File: config.mk
export PLATFORM = sky130hd
export DESIGN_NAME = uart_rx_buffer_flat
export DESIGN_NICKNAME = d
export VERILOG_FILES = /design/src/rtl/uart_rx_buffer_if.sv /design/src/rtl/uart_rx_buffer.sv /design/src/flat_wrapper.sv
export SDC_FILE = /design/constraint.sdc
export NUM_CORES = 1
export LEC_CHECK = 0
export CAP_MARGIN = 40
export CORE_ASPECT_RATIO = 1.4
export CORE_MARGIN = 3
export CORE_UTILIZATION = 35
export CTS_BUF_LIST = sky130_fd_sc_hd__clkbuf_8
export CTS_CLUSTER_DIAMETER = 80
export DETAILED_ROUTE_END_ITERATION = 10
export PLACE_DENSITY = 0.58
export SLEW_MARGIN = 20
export SYNTH_ARGS = -nofsm -noshare
export SYNTH_HDL_FRONTEND = slang
export SYNTH_SLANG_ARGS = --single-unit
File: constraint.sdc
create_clock -name sysclk -period 3.7 [get_ports sysclk]
set_input_delay 0.37 -clock sysclk [delete_from_list [all_inputs] [get_ports sysclk]]
set_output_delay 0.37 -clock sysclk [all_outputs]
set_load 0.02 [all_outputs]
File: src/rtl/uart_rx_buffer_if.sv
// Bus-side signal bundle for the UART receive buffer: serial input, read/clear
// strobes from the processor bus, and the data/status/interrupt outputs.
interface uart_rx_buffer_if;
    logic       UART_RX;
    logic       rd_en;
    logic       err_clr;
    logic [7:0] rd_data;
    logic       rx_valid;
    logic [4:0] rx_count;
    logic       frame_err;
    logic       overrun;
    logic       irq;

    modport master (
        output UART_RX, rd_en, err_clr,
        input  rd_data, rx_valid, rx_count, frame_err, overrun, irq
    );

    modport slave (
        input  UART_RX, rd_en, err_clr,
        output rd_data, rx_valid, rx_count, frame_err, overrun, irq
    );
endinterface

File: src/rtl/uart_rx_buffer.sv
// 8N1 UART receiver with 16x oversampling feeding a small show-ahead FIFO,
// plus sticky framing/overrun flags and a combined interrupt request.
module uart_rx_buffer #(
    parameter int CLK_DIV    = 651,
    parameter int FIFO_DEPTH = 4
) (
    input  logic             sysclk,
    input  logic             reset,
    uart_rx_buffer_if.slave  rx_if
);
    localparam int CW = 12;
    localparam int AW = (FIFO_DEPTH > 1) ? $clog2(FIFO_DEPTH) : 1;

    localparam logic [2:0] S_IDLE      = 3'd0;
    localparam logic [2:0] S_START     = 3'd1;
    localparam logic [2:0] S_DATA      = 3'd2;
    localparam logic [2:0] S_STOP      = 3'd3;
    localparam logic [2:0] S_WAIT_HIGH = 3'd4;

    logic          r_sync1, r_rxs;
    logic [1:0]    r_settle;
    logic          r_armed;
    logic [2:0]    r_state;
    logic [CW-1:0] r_tick_cnt;
    logic [3:0]    r_sub;
    logic [2:0]    r_bit_idx;
    logic [7:0]    r_shift;
    logic [AW-1:0] r_wr_ptr, r_rd_ptr;
    logic [4:0]    r_count;
    logic          r_frame_err, r_overrun;

    logic          w_tick, w_start, w_end, w_push, w_ferr_set;
    logic          w_empty, w_full, w_pop, w_wr, w_ovr_set;
    logic [7:0]    w_entry [FIFO_DEPTH];
    logic [7:0]    w_head;

    always_ff @(posedge sysclk or posedge reset) begin
        if (reset) begin
            r_sync1 <= 1'b1;
            r_rxs   <= 1'b1;
        end else begin
            r_sync1 <= rx_if.UART_RX;
            r_rxs   <= r_sync1;
        end
    end

    // The synchronizer resets high, so the line is only trusted once the flops
    // have been refilled; arming on a real high level stops a line that is
    // already low at reset release from looking like a start edge.
    always_ff @(posedge sysclk or posedge reset) begin
        if (reset) begin
            r_settle <= 2'd0;
            r_armed  <= 1'b0;
        end else begin
            if (r_settle != 2'd3)
                r_settle <= r_settle + 2'd1;
            if (r_settle == 2'd3 && r_rxs)
                r_armed <= 1'b1;
        end
    end

    assign w_tick     = (r_tick_cnt == CW'(CLK_DIV - 1));
    assign w_start    = (r_state == S_IDLE) && r_armed && !r_rxs;
    assign w_end      = w_tick && (r_sub == 4'd15);
    assign w_push     = (r_state == S_STOP) && w_end && r_rxs;
    assign w_ferr_set = (r_state == S_STOP) && w_end && !r_rxs;

    always_ff @(posedge sysclk or posedge reset) begin
        if (reset)
            r_tick_cnt <= '0;
        else if (w_start || w_tick)
            r_tick_cnt <= '0;
        else
            r_tick_cnt <= r_tick_cnt + CW'(1);
    end

    always_ff @(posedge sysclk or posedge reset) begin
        if (reset) begin
            r_state   <= S_IDLE;
            r_sub     <= 4'd0;
            r_bit_idx <= 3'd0;
            r_shift   <= 8'h00;
        end else begin
            case (r_state)
                S_IDLE: begin
                    if (w_start) begin
                        r_state <= S_START;
                        r_sub   <= 4'd0;
                    end
                end
                S_START: begin
                    if (w_tick) begin
                        r_sub <= r_sub + 4'd1;
                        // Mid start bit: a high line here was only a glitch.
                        if (r_sub == 4'd7) begin
                            r_sub     <= 4'd0;
                            r_bit_idx <= 3'd0;
                            r_state   <= r_rxs ? S_IDLE : S_DATA;
                        end
                    end
                end
                S_DATA: begin
                    if (w_tick) begin
                        r_sub <= r_sub + 4'd1;
                        if (r_sub == 4'd15) begin
                            r_shift[r_bit_idx] <= r_rxs;
                            r_bit_idx          <= r_bit_idx + 3'd1;
                            if (r_bit_idx == 3'd7)
                                r_state <= S_STOP;
                        end
                    end
                end
                S_STOP: begin
                    if (w_tick) begin
                        r_sub <= r_sub + 4'd1;
                        if (r_sub == 4'd15)
                            r_state <= r_rxs ? S_IDLE : S_WAIT_HIGH;
                    end
                end
                S_WAIT_HIGH: begin
                    if (r_rxs)
                        r_state <= S_IDLE;
                end
                default: r_state <= S_IDLE;
            endcase
        end
    end

    assign w_empty   = (r_count == 5'd0);
    assign w_full    = (r_count == 5'(FIFO_DEPTH));
    assign w_pop     = rx_if.rd_en && !w_empty;
    assign w_wr      = w_push && (!w_full || w_pop);
    assign w_ovr_set = w_push && w_full && !w_pop;

    generate
        for (genvar gi = 0; gi < FIFO_DEPTH; gi++) begin : g_entry
            logic [7:0] r_entry;
            always_ff @(posedge sysclk or posedge reset) begin
                if (reset)
                    r_entry <= 8'h00;
                else if (w_wr && (r_wr_ptr == AW'(gi)))
                    r_entry <= r_shift;
            end
            assign w_entry[gi] = r_entry;
        end
    endgenerate

    always_ff @(posedge sysclk or posedge reset) begin
        if (reset) begin
            r_wr_ptr <= '0;
            r_rd_ptr <= '0;
            r_count  <= 5'd0;
        end else begin
            if (w_wr)
                r_wr_ptr <= r_wr_ptr + AW'(1);
            if (w_pop)
                r_rd_ptr <= r_rd_ptr + AW'(1);
            if (w_wr && !w_pop)
                r_count <= r_count + 5'd1;
            else if (w_pop && !w_wr)
                r_count <= r_count - 5'd1;
        end
    end

    always_ff @(posedge sysclk or posedge reset) begin
        if (reset) begin
            r_frame_err <= 1'b0;
            r_overrun   <= 1'b0;
        end else begin
            if (w_ferr_set)
                r_frame_err <= 1'b1;
            else if (rx_if.err_clr)
                r_frame_err <= 1'b0;
            if (w_ovr_set)
                r_overrun <= 1'b1;
            else if (rx_if.err_clr)
                r_overrun <= 1'b0;
        end
    end

    assign w_head           = w_entry[r_rd_ptr];
    assign rx_if.rd_data    = w_empty ? 8'h00 : w_head;
    assign rx_if.rx_valid   = !w_empty;
    assign rx_if.rx_count   = r_count;
    assign rx_if.frame_err  = r_frame_err;
    assign rx_if.overrun    = r_overrun;
    assign rx_if.irq        = !w_empty || r_frame_err || r_overrun;
endmodule

File: src/flat_wrapper.sv
// flat-port wrapper written by rule: the top's interface ports become plain ports
module uart_rx_buffer_flat 
#(
    parameter int CLK_DIV    = 651,
    parameter int FIFO_DEPTH = 4
)
  (sysclk, reset, rx_if_UART_RX, rx_if_rd_en, rx_if_err_clr, rx_if_rd_data, rx_if_rx_valid, rx_if_rx_count, rx_if_frame_err, rx_if_overrun, rx_if_irq);
  uart_rx_buffer_if rx_if_i ();
  input  logic sysclk;
  input  logic reset;
  input wire logic [$bits(rx_if_i.UART_RX)-1:0] rx_if_UART_RX;
  input wire logic [$bits(rx_if_i.rd_en)-1:0] rx_if_rd_en;
  input wire logic [$bits(rx_if_i.err_clr)-1:0] rx_if_err_clr;
  output wire logic [$bits(rx_if_i.rd_data)-1:0] rx_if_rd_data;
  output wire logic [$bits(rx_if_i.rx_valid)-1:0] rx_if_rx_valid;
  output wire logic [$bits(rx_if_i.rx_count)-1:0] rx_if_rx_count;
  output wire logic [$bits(rx_if_i.frame_err)-1:0] rx_if_frame_err;
  output wire logic [$bits(rx_if_i.overrun)-1:0] rx_if_overrun;
  output wire logic [$bits(rx_if_i.irq)-1:0] rx_if_irq;
  assign rx_if_i.UART_RX = rx_if_UART_RX;
  assign rx_if_i.rd_en = rx_if_rd_en;
  assign rx_if_i.err_clr = rx_if_err_clr;
  assign rx_if_rd_data = rx_if_i.rd_data;
  assign rx_if_rx_valid = rx_if_i.rx_valid;
  assign rx_if_rx_count = rx_if_i.rx_count;
  assign rx_if_frame_err = rx_if_i.frame_err;
  assign rx_if_overrun = rx_if_i.overrun;
  assign rx_if_irq = rx_if_i.irq;
  uart_rx_buffer #(.CLK_DIV(CLK_DIV), .FIFO_DEPTH(FIFO_DEPTH)) u_core (.sysclk(sysclk), .reset(reset), .rx_if(rx_if_i));
endmodule
==> impl_metrics.py <==
metrics = {
    "run_status": {
        "status": "completed",
    },
    "cells_and_area": {
        "seq_area_um2": 1954,
        "post-route-util_pct": 42.06,
        "num_antenna_cells": 0,
        "nNetsFinal": 374,
        "multiInputGateArea_um2": 1902,
        "syn2layout_area_growth_pct": 16.24,
        "final_cell_area_um2": 4594,
        "layout-drive-gt1-share_pct": 25.35,
        "fillers": 1047,
    },
    "power_and_ir_drop": {
        "power_density_nw_per_um2": 409.0,
        "leakagePower_nw": 2.047,
        "max-vdd-ir-drop_v": 0.0002265,
    },
    "synth": {
        "synthDistinctLibCells": 50,
        "synth_area_leader_cell": "dfrtp_1",
        "synth_seq_cells": 78,
        "ys.flop_type": "dfrtp_1",
        "synth_nets": 347,
        "yosysWarnings": 0,
        "synth_enable_flop_cells": 0,
        "synthTopCellsByArea": "dfrtp_1 (48%), mux2_2 (13%), mux4_2 (4.6%), ha_1 (4.4%), xnor2_1 (2.7%)",
        "netlist_instances": 327,
        "synth.most_common_cell": "dfrtp_1",
        "async_flop_share_pct": 100.0,
        "netlist.area_leader.share_pct": 48.12,
        "synth_area_um2": 3953,
        "seq_area_frac_synth_pct": 49.45,
        "synth_common_cells": "dfrtp_1 (76), mux2_2 (45), nor2_1 (18)",
        "synth.avg_cell_area_um2": 12.09,
    },
    "floorplan": {
        "die_x_um": 95.82,
        "ios": 22,
        "die_area_um2": 12620,
        "die_h_um": 131.7,
        "fp-row-count": 45,
        "core-area_um2": 10920,
        "start_util_pct": 36.19,
    },
    "setup_path": {
        "worstSetupEndpoint": "u_core.rx_if.rx_count[4]",
        "cp.arrival_ns": 3.56,
        "worstPathRequired_ns": 3.93,
        "critical_path.endpoint_type": "register",
        "r2r_cells": 11,
        "slowest_delay_ns": 0.51,
        "crit_start": "u_core.r_tick_cnt[0]",
        "path_cells": "inv_1, ha_1, or4bb_1, nor3_1, and3_1, ha_1, inv_1, fa_1, a21o_1, a2111oi_0, o31ai_1",
        "rr_startpoint": "u_core.r_tick_cnt[0]",
        "slowest_stage": "or4bb_1",
        "ff2ff_setup_slack_ns": 0.37,
        "crit_type": "register to register",
        "cp_max_fo": 6,
        "r2r_end": "u_core.rx_if.rx_count[4]",
        "start_kind": "register",
    },
    "clock_tree": {
        "clkSinkCount": 78,
        "post_cts_buffers": 0,
        "clk_latency_ns": 0.36,
        "clkSlewWorstSetupHoldPaths_ns": 0.09,
        "clk_path_buf_depth": 2,
        "cts_root_buf": "clkbuf_8",
        "htreeDepth": 3,
        "ctsResizeCount": 0,
        "cts_made_buffers": 9,
        "holdBufCountCts": 0,
        "cts_tree": "yes",
    },
    "sta": {
        "fin_crit_ns": 3.329,
        "relSlewSlack_pct": 59.68,
        "fmax_mhz": 300.4,
        "drv_slew": 0,
        "period_share_pct": 89.98,
        "finalClockSkew_ns": 0.01196,
        "tns_ns": 0,
        "rsz0062_at_grt": "no",
        "setup_viol": 0,
        "tightest_slew_ns": 0.6048,
        "hold_viol_final": 0,
    },
    "route": {
        "wl_mm": 7.559,
        "route.detailed.drc": 0,
        "drtAntennaViolNets": 0,
        "via_per_inst": 5.128,
        "firstDrtPassIters": 4,
        "dr_total_vias": 2564,
        "wl_per_cell_um": 15.12,
        "drtIter0Drc": 48,
    },
    "grt": {
        "grt_overflow": 0,
        "grt_first_pass_wirelength_mm": 13.12,
        "grt_max_degree": 50,
        "antenna_found_initial": 0,
        "grt_pass1_vias": 2672,
        "gr-usage-all-layers_pct": 13.18,
    },
    "min_path": {
        "min_path_type": "register to register",
    },
    "place": {
        "io_buffers": 21,
        "postPlaceCellArea_um2": 4364,
        "dp_hpwl_mm": 5.459,
        "place_congestion": 0.7641,
    },
    "run": {
        "maxCapViolations": 0,
    },
}
[cells in the final DEF, fill, tap and decap left out, types with 11 or more instances in the layout]
cell / n
mux2_2: 45
inv_1: 12
nor2_1: 18
dfrtp_1: 76
xnor2_1: 12
nand2_1: 11
nand3_1: 17
clkdlybuf4s50_1: 21
ha_1: 14
nor3_1: 12
[worst min path at each step]
| stage | end | cells past startpoint | from |
|---|---|---|---|
| 3_5_place_dp | u_core.r_rxs | 0 | u_core.r_sync1 |
| 5_1_grt | u_core.r_rxs | 0 | u_core.r_sync1 |
| 4_1_cts | u_core.r_rxs | 0 | u_core.r_sync1 |
| 2_1_floorplan | u_core.r_rxs | 0 | u_core.r_sync1 |
| 6_report | u_core.r_rxs | 0 | u_core.r_sync1 |
| 3_3_place_gp | u_core.r_rxs | 0 | u_core.r_sync1 |
[power breakdown]
part	switching [mW]	internal (mW)
logic	0.0991	0.0867
clock network	0.345	0.390
registers	0.0580	0.900
[layer usage]
| layer | share of wire, % | global-route usage, % | vias to the layer above |
|---|---|---|---|
| li1 | - | - | 1238 |
| met1 | 44 | 16.55 | 1288 |
| met2 | 52 | 21.82 | 29 |
| met3 | 2.5 | 2.913 | 9 |
| met4 | 1.5 | 4.984 | 0 |
| met5 | 0 | 0 | - |
[flip-flops by register name, summed over array words and instances (netlist names)]
signal                  flops
u_core.r_state              3
u_core.r_armed              1
u_core.g_entry.r_entry     32
u_core.r_sync1              1
u_core.rx_if.frame_err      1
u_core.r_rxs                1
u_core.r_settle             2
u_core.rx_if.overrun        1
u_core.rx_if.rx_count       5
u_core.r_bit_idx            3
u_core.r_wr_ptr             2
u_core.r_tick_cnt          12
u_core.r_shift              8
u_core.r_rd_ptr             2
u_core.r_sub                4
[area by class of cell]
cell class	count	share of cell area, %
multi-input combinational	224	41.39
clock buffer	9	2.696
tap	141	3.840
clock inverter	7	2.315
timing repair buffer	28	6.155
inverter	13	1.062
sequential	78	42.54
[per-stage QoR]
stage | setup slack (ns) | instances | total power, mW | hold slack (ns)
CTS | 0.3262 | 500 | 1.907 | 0.3606
floorplan | 0.4737 | 327 | 1.108 | 0.3452
global placement | 0.4832 | 483 | 1.153 | 0.3464
detailed placement | 0.3253 | 484 | 1.163 | 0.3484
global route | 0.06271 | 500 | 1.985 | 0.3645
finish | 0.3709 | 500 | 1.879 | 0.3597
[logic make-up (layout without fill, tap and decap cells)]
group | Yosys count | after routing | share of synthesized area [%]
DFF | 78 | 78 | 49.45
xor gates and xnor gates | 17 | 17 | 3.767
AOI/OAI and AO/OA | 31 | 31 | 5.382
adders and majority gates | 15 | 15 | 4.938
buffers and inverters | 25 | 57 | 2.438
muxes | 55 | 55 | 18.01
and+or+nand+nor | 106 | 106 | 16.02
[worst max-delay path, delay by kind of cell (launching register included)]
kind | cells | cell delay [ns]
AND/OR/NAND/NOR | 3 | 1.03
buffers and inverters | 2 | 0.21
flip-flops | 1 | 0.44
AO/OA/AOI/OAI | 3 | 0.76
adder cells (fa/ha/maj) | 3 | 0.77
(Power assumes the default switching activity.)
==> variant, RTL diff (same settings) <==
`FIFO_DEPTH` is set to 4 in 2 places; all go to 2.
--- a/src/rtl/uart_rx_buffer.sv
+++ b/src/rtl/uart_rx_buffer.sv
@@ -4,3 +4,3 @@
     parameter int CLK_DIV    = 651,
-    parameter int FIFO_DEPTH = 4
+    parameter int FIFO_DEPTH = 2
 ) (
--- a/src/flat_wrapper.sv
+++ b/src/flat_wrapper.sv
@@ -4,3 +4,3 @@
     parameter int CLK_DIV    = 651,
-    parameter int FIFO_DEPTH = 4
+    parameter int FIFO_DEPTH = 2
 )
Formal check against the unedited RTL: same outputs for any inputs over 10 cycles, from zero or initial values and one cycle with reset high; that may be too few to reach the edited logic, so the function may still have changed.
==> variant against the original RTL <==
Cell area decreased by 20%; power decreased by 11%; synthesized cell count decreased by 15%; critical path depth decreased by 1; combinational power increased by 39%; synthesized area decreased by 21%; final cell count decreased by 17%; maximum frequency increased by 9.2%; via count decreased by 17%; worst hold slack got worse by 0.0036 ns; setup slack improved by 0.28 ns; wire length decreased by 21%; sequential cell count decreased by 18; critical path type unchanged; critical endpoint unchanged.
==> variant: results (changes against the original RTL) <==
switching component of the power=0.469 mW (-6.6%); worst endpoint data arrival time=3.31 ns (-0.25 ns); number of library cell types mapped by synthesis=49 (-2.0%); cells on worst reg2reg path=10 (-1); static leakage=1.65 nW (-19%); post-route non-filler standard cell count=417 (-17%); pin count of the biggest net entering global routing=26 (-48%); sequential element share of the synthesized area=0.482 (-0.0127); highest ir drop seen on vdd=0.224 mV (-0.91%); number of nets in the finished design=323 (-14%); fillers=843 (-19%); number of buffers inserted by post-CTS setup repair=0 (unchanged); status=complete, no violations; minimum clock period after layout=3.05 ns (-0.280 ns); RD Place Congestion=0.778 (+1.8%); average vias per placed instance=5.10 (-0.53%); Worst Setup SP=u_core.rx_if.rx_count[0]$_DFFE_PP0P_; fraction of post-synthesis cell area in the top cell type by area=0.465 (-0.0162); detailed placer's ending HPWL=4320 um (-21%); post-DR wirelength/cell=14.3 um (-5.1%); largest registers=u_core.g_entry.r_entry (16), u_core.r_tick_cnt (12), u_core.r_shift (8); top post-synthesis cells by area=dfrtp_1 (46%), mux2_2 (10%), ha_1 (4.0%); DP Worst Slack=0.691 ns (+0.365 ns); Synthesized Nets=295 (-15%); xor and xnor area share after synthesis=0.0449 (+0.00722); Fin Clk Skew=0.00830 ns (-0.00366 ns); complex-gate fraction of the synthesized area=0.0565 (+0.00270); reported combinational group power=0.259 mW (+39%); synthesized-area fraction occupied by adder cells=0.0465 (-0.00289); violation count after the first detailed-routing iteration=62 (+29%); clock transition at the registers of the reported paths=0.07 ns (-0.02 ns); mean cell area of the mapped netlist=11.2 um^2 (-7.4%); most instantiated flip-flop cell in the synthesis netlist=dfrtp_1; number of antenna violations at the first check in global routing=0 (unchanged); ratio of cells with drive above 1 in the final layout=0.208 (-0.0451); clock latency at the later pin of the worst-skew pair=0.34 ns (-0.02 ns); Cell Count Post-Placement=401 (-17%); sequential group share of total power=0.462 (-0.048); share of synthesized area spent on multiplexers=0.144 (-0.0358); Post-synth top cells=dfrtp_1 (58), nor2_1 (30), mux2_2 (28); worst slew slack as a fraction of its limit=0.648 (+0.0510); total global-route track usage=0.133 (+0.000950); vias in the first global route=2,208 (-17%); wire length of the first global-routing pass=10,700 um (-18%); worst-path fanout max=5 (-1)
[variant: changes by cell type in the layout (fill, tap and decap cells not counted), moves of 4 or more]
| cell | delta |
|---|---|
| dfrtp_1 | -18 |
| mux2_2 | -17 |
| nor2_1 | +12 |
| mux2i_1 | +8 |
| mux4_2 | -8 |
| nand3_1 | -7 |
| nor3_1 | -7 |
| and2_1 | -5 |
| clkbuf_8 | +4 |
| ha_1 | -4 |
| nand2_1 | +4 |
[variant: per-stage QoR]
stage / total power [mW] / instance area (um^2)
3_3_place_gp: 1.03 / 3460
4_1_cts: 1.70 / 3700
2_1_floorplan: 0.971 / 3120
3_5_place_dp: 1.04 / 3480
6_report: 1.67 / 3700
5_1_grt: 1.77 / 3700
[variant: worst min-delay path by stage]
stage / slack [ns] / start / cells past startpoint / endpoint
6_report: 0.36 / u_core.r_sync1$_DFF_PP1_ / 0 / u_core.r_rxs$_DFF_PP1_
5_1_grt: 0.36 / u_core.r_sync1$_DFF_PP1_ / 0 / u_core.r_rxs$_DFF_PP1_
4_1_cts: 0.36 / u_core.r_sync1$_DFF_PP1_ / 0 / u_core.r_rxs$_DFF_PP1_
3_5_place_dp: 0.35 / u_core.r_sync1$_DFF_PP1_ / 0 / u_core.r_rxs$_DFF_PP1_
3_3_place_gp: 0.35 / u_core.r_sync1$_DFF_PP1_ / 0 / u_core.r_rxs$_DFF_PP1_
2_1_floorplan: 0.35 / u_core.r_sync1$_DFF_PP1_ / 0 / u_core.r_rxs$_DFF_PP1_
[variant: layer usage]
metal / share of wire / vias to the layer above / global-route usage
li1: - / 1054 / -
met1: 0.43 / 1041 / 0.157
met2: 0.52 / 22 / 0.225
met3: 0.026 / 10 / 0.0294
met4: 0.018 / 0 / 0.0614
met5: 0 / - / 0
[variant: cells by family (layout without fill, tap and decap cells)]
| kind of cell | Yosys count | count (layout) |
|---|---|---|
| adder cells (fa/ha/maj) | 11 | 11 |
| multiplexers | 40 | 40 |
| flip-flops | 60 | 60 |
| AO/OA/AOI/OAI | 27 | 27 |
| AND/OR/NAND/NOR | 106 | 106 |
| XOR/XNOR | 16 | 16 |
| buffers and inverters | 19 | 52 |
[variant: worst max-delay path, stage by stage (launching register included)]
cell and delay, ns:
dfrtp_1 0.45, or4_1 0.60, nor3b_2 0.29, and4b_1 0.26, ha_1 0.20, inv_1 0.15, ha_1 0.30, a21o_1 0.17
a21oi_1 0.16, mux2i_1 0.24, xnor2_1 0.15
[variant: final cells by class]
cell class | count | share of cell area
clock buffers | 13 | 0.0484
clock inverters | 3 | 0.0115
inverters | 10 | 0.0102
multi-input cells | 200 | 0.417
flip-flops and latches | 60 | 0.407
well taps | 105 | 0.0355
repair buffers | 26 | 0.0704
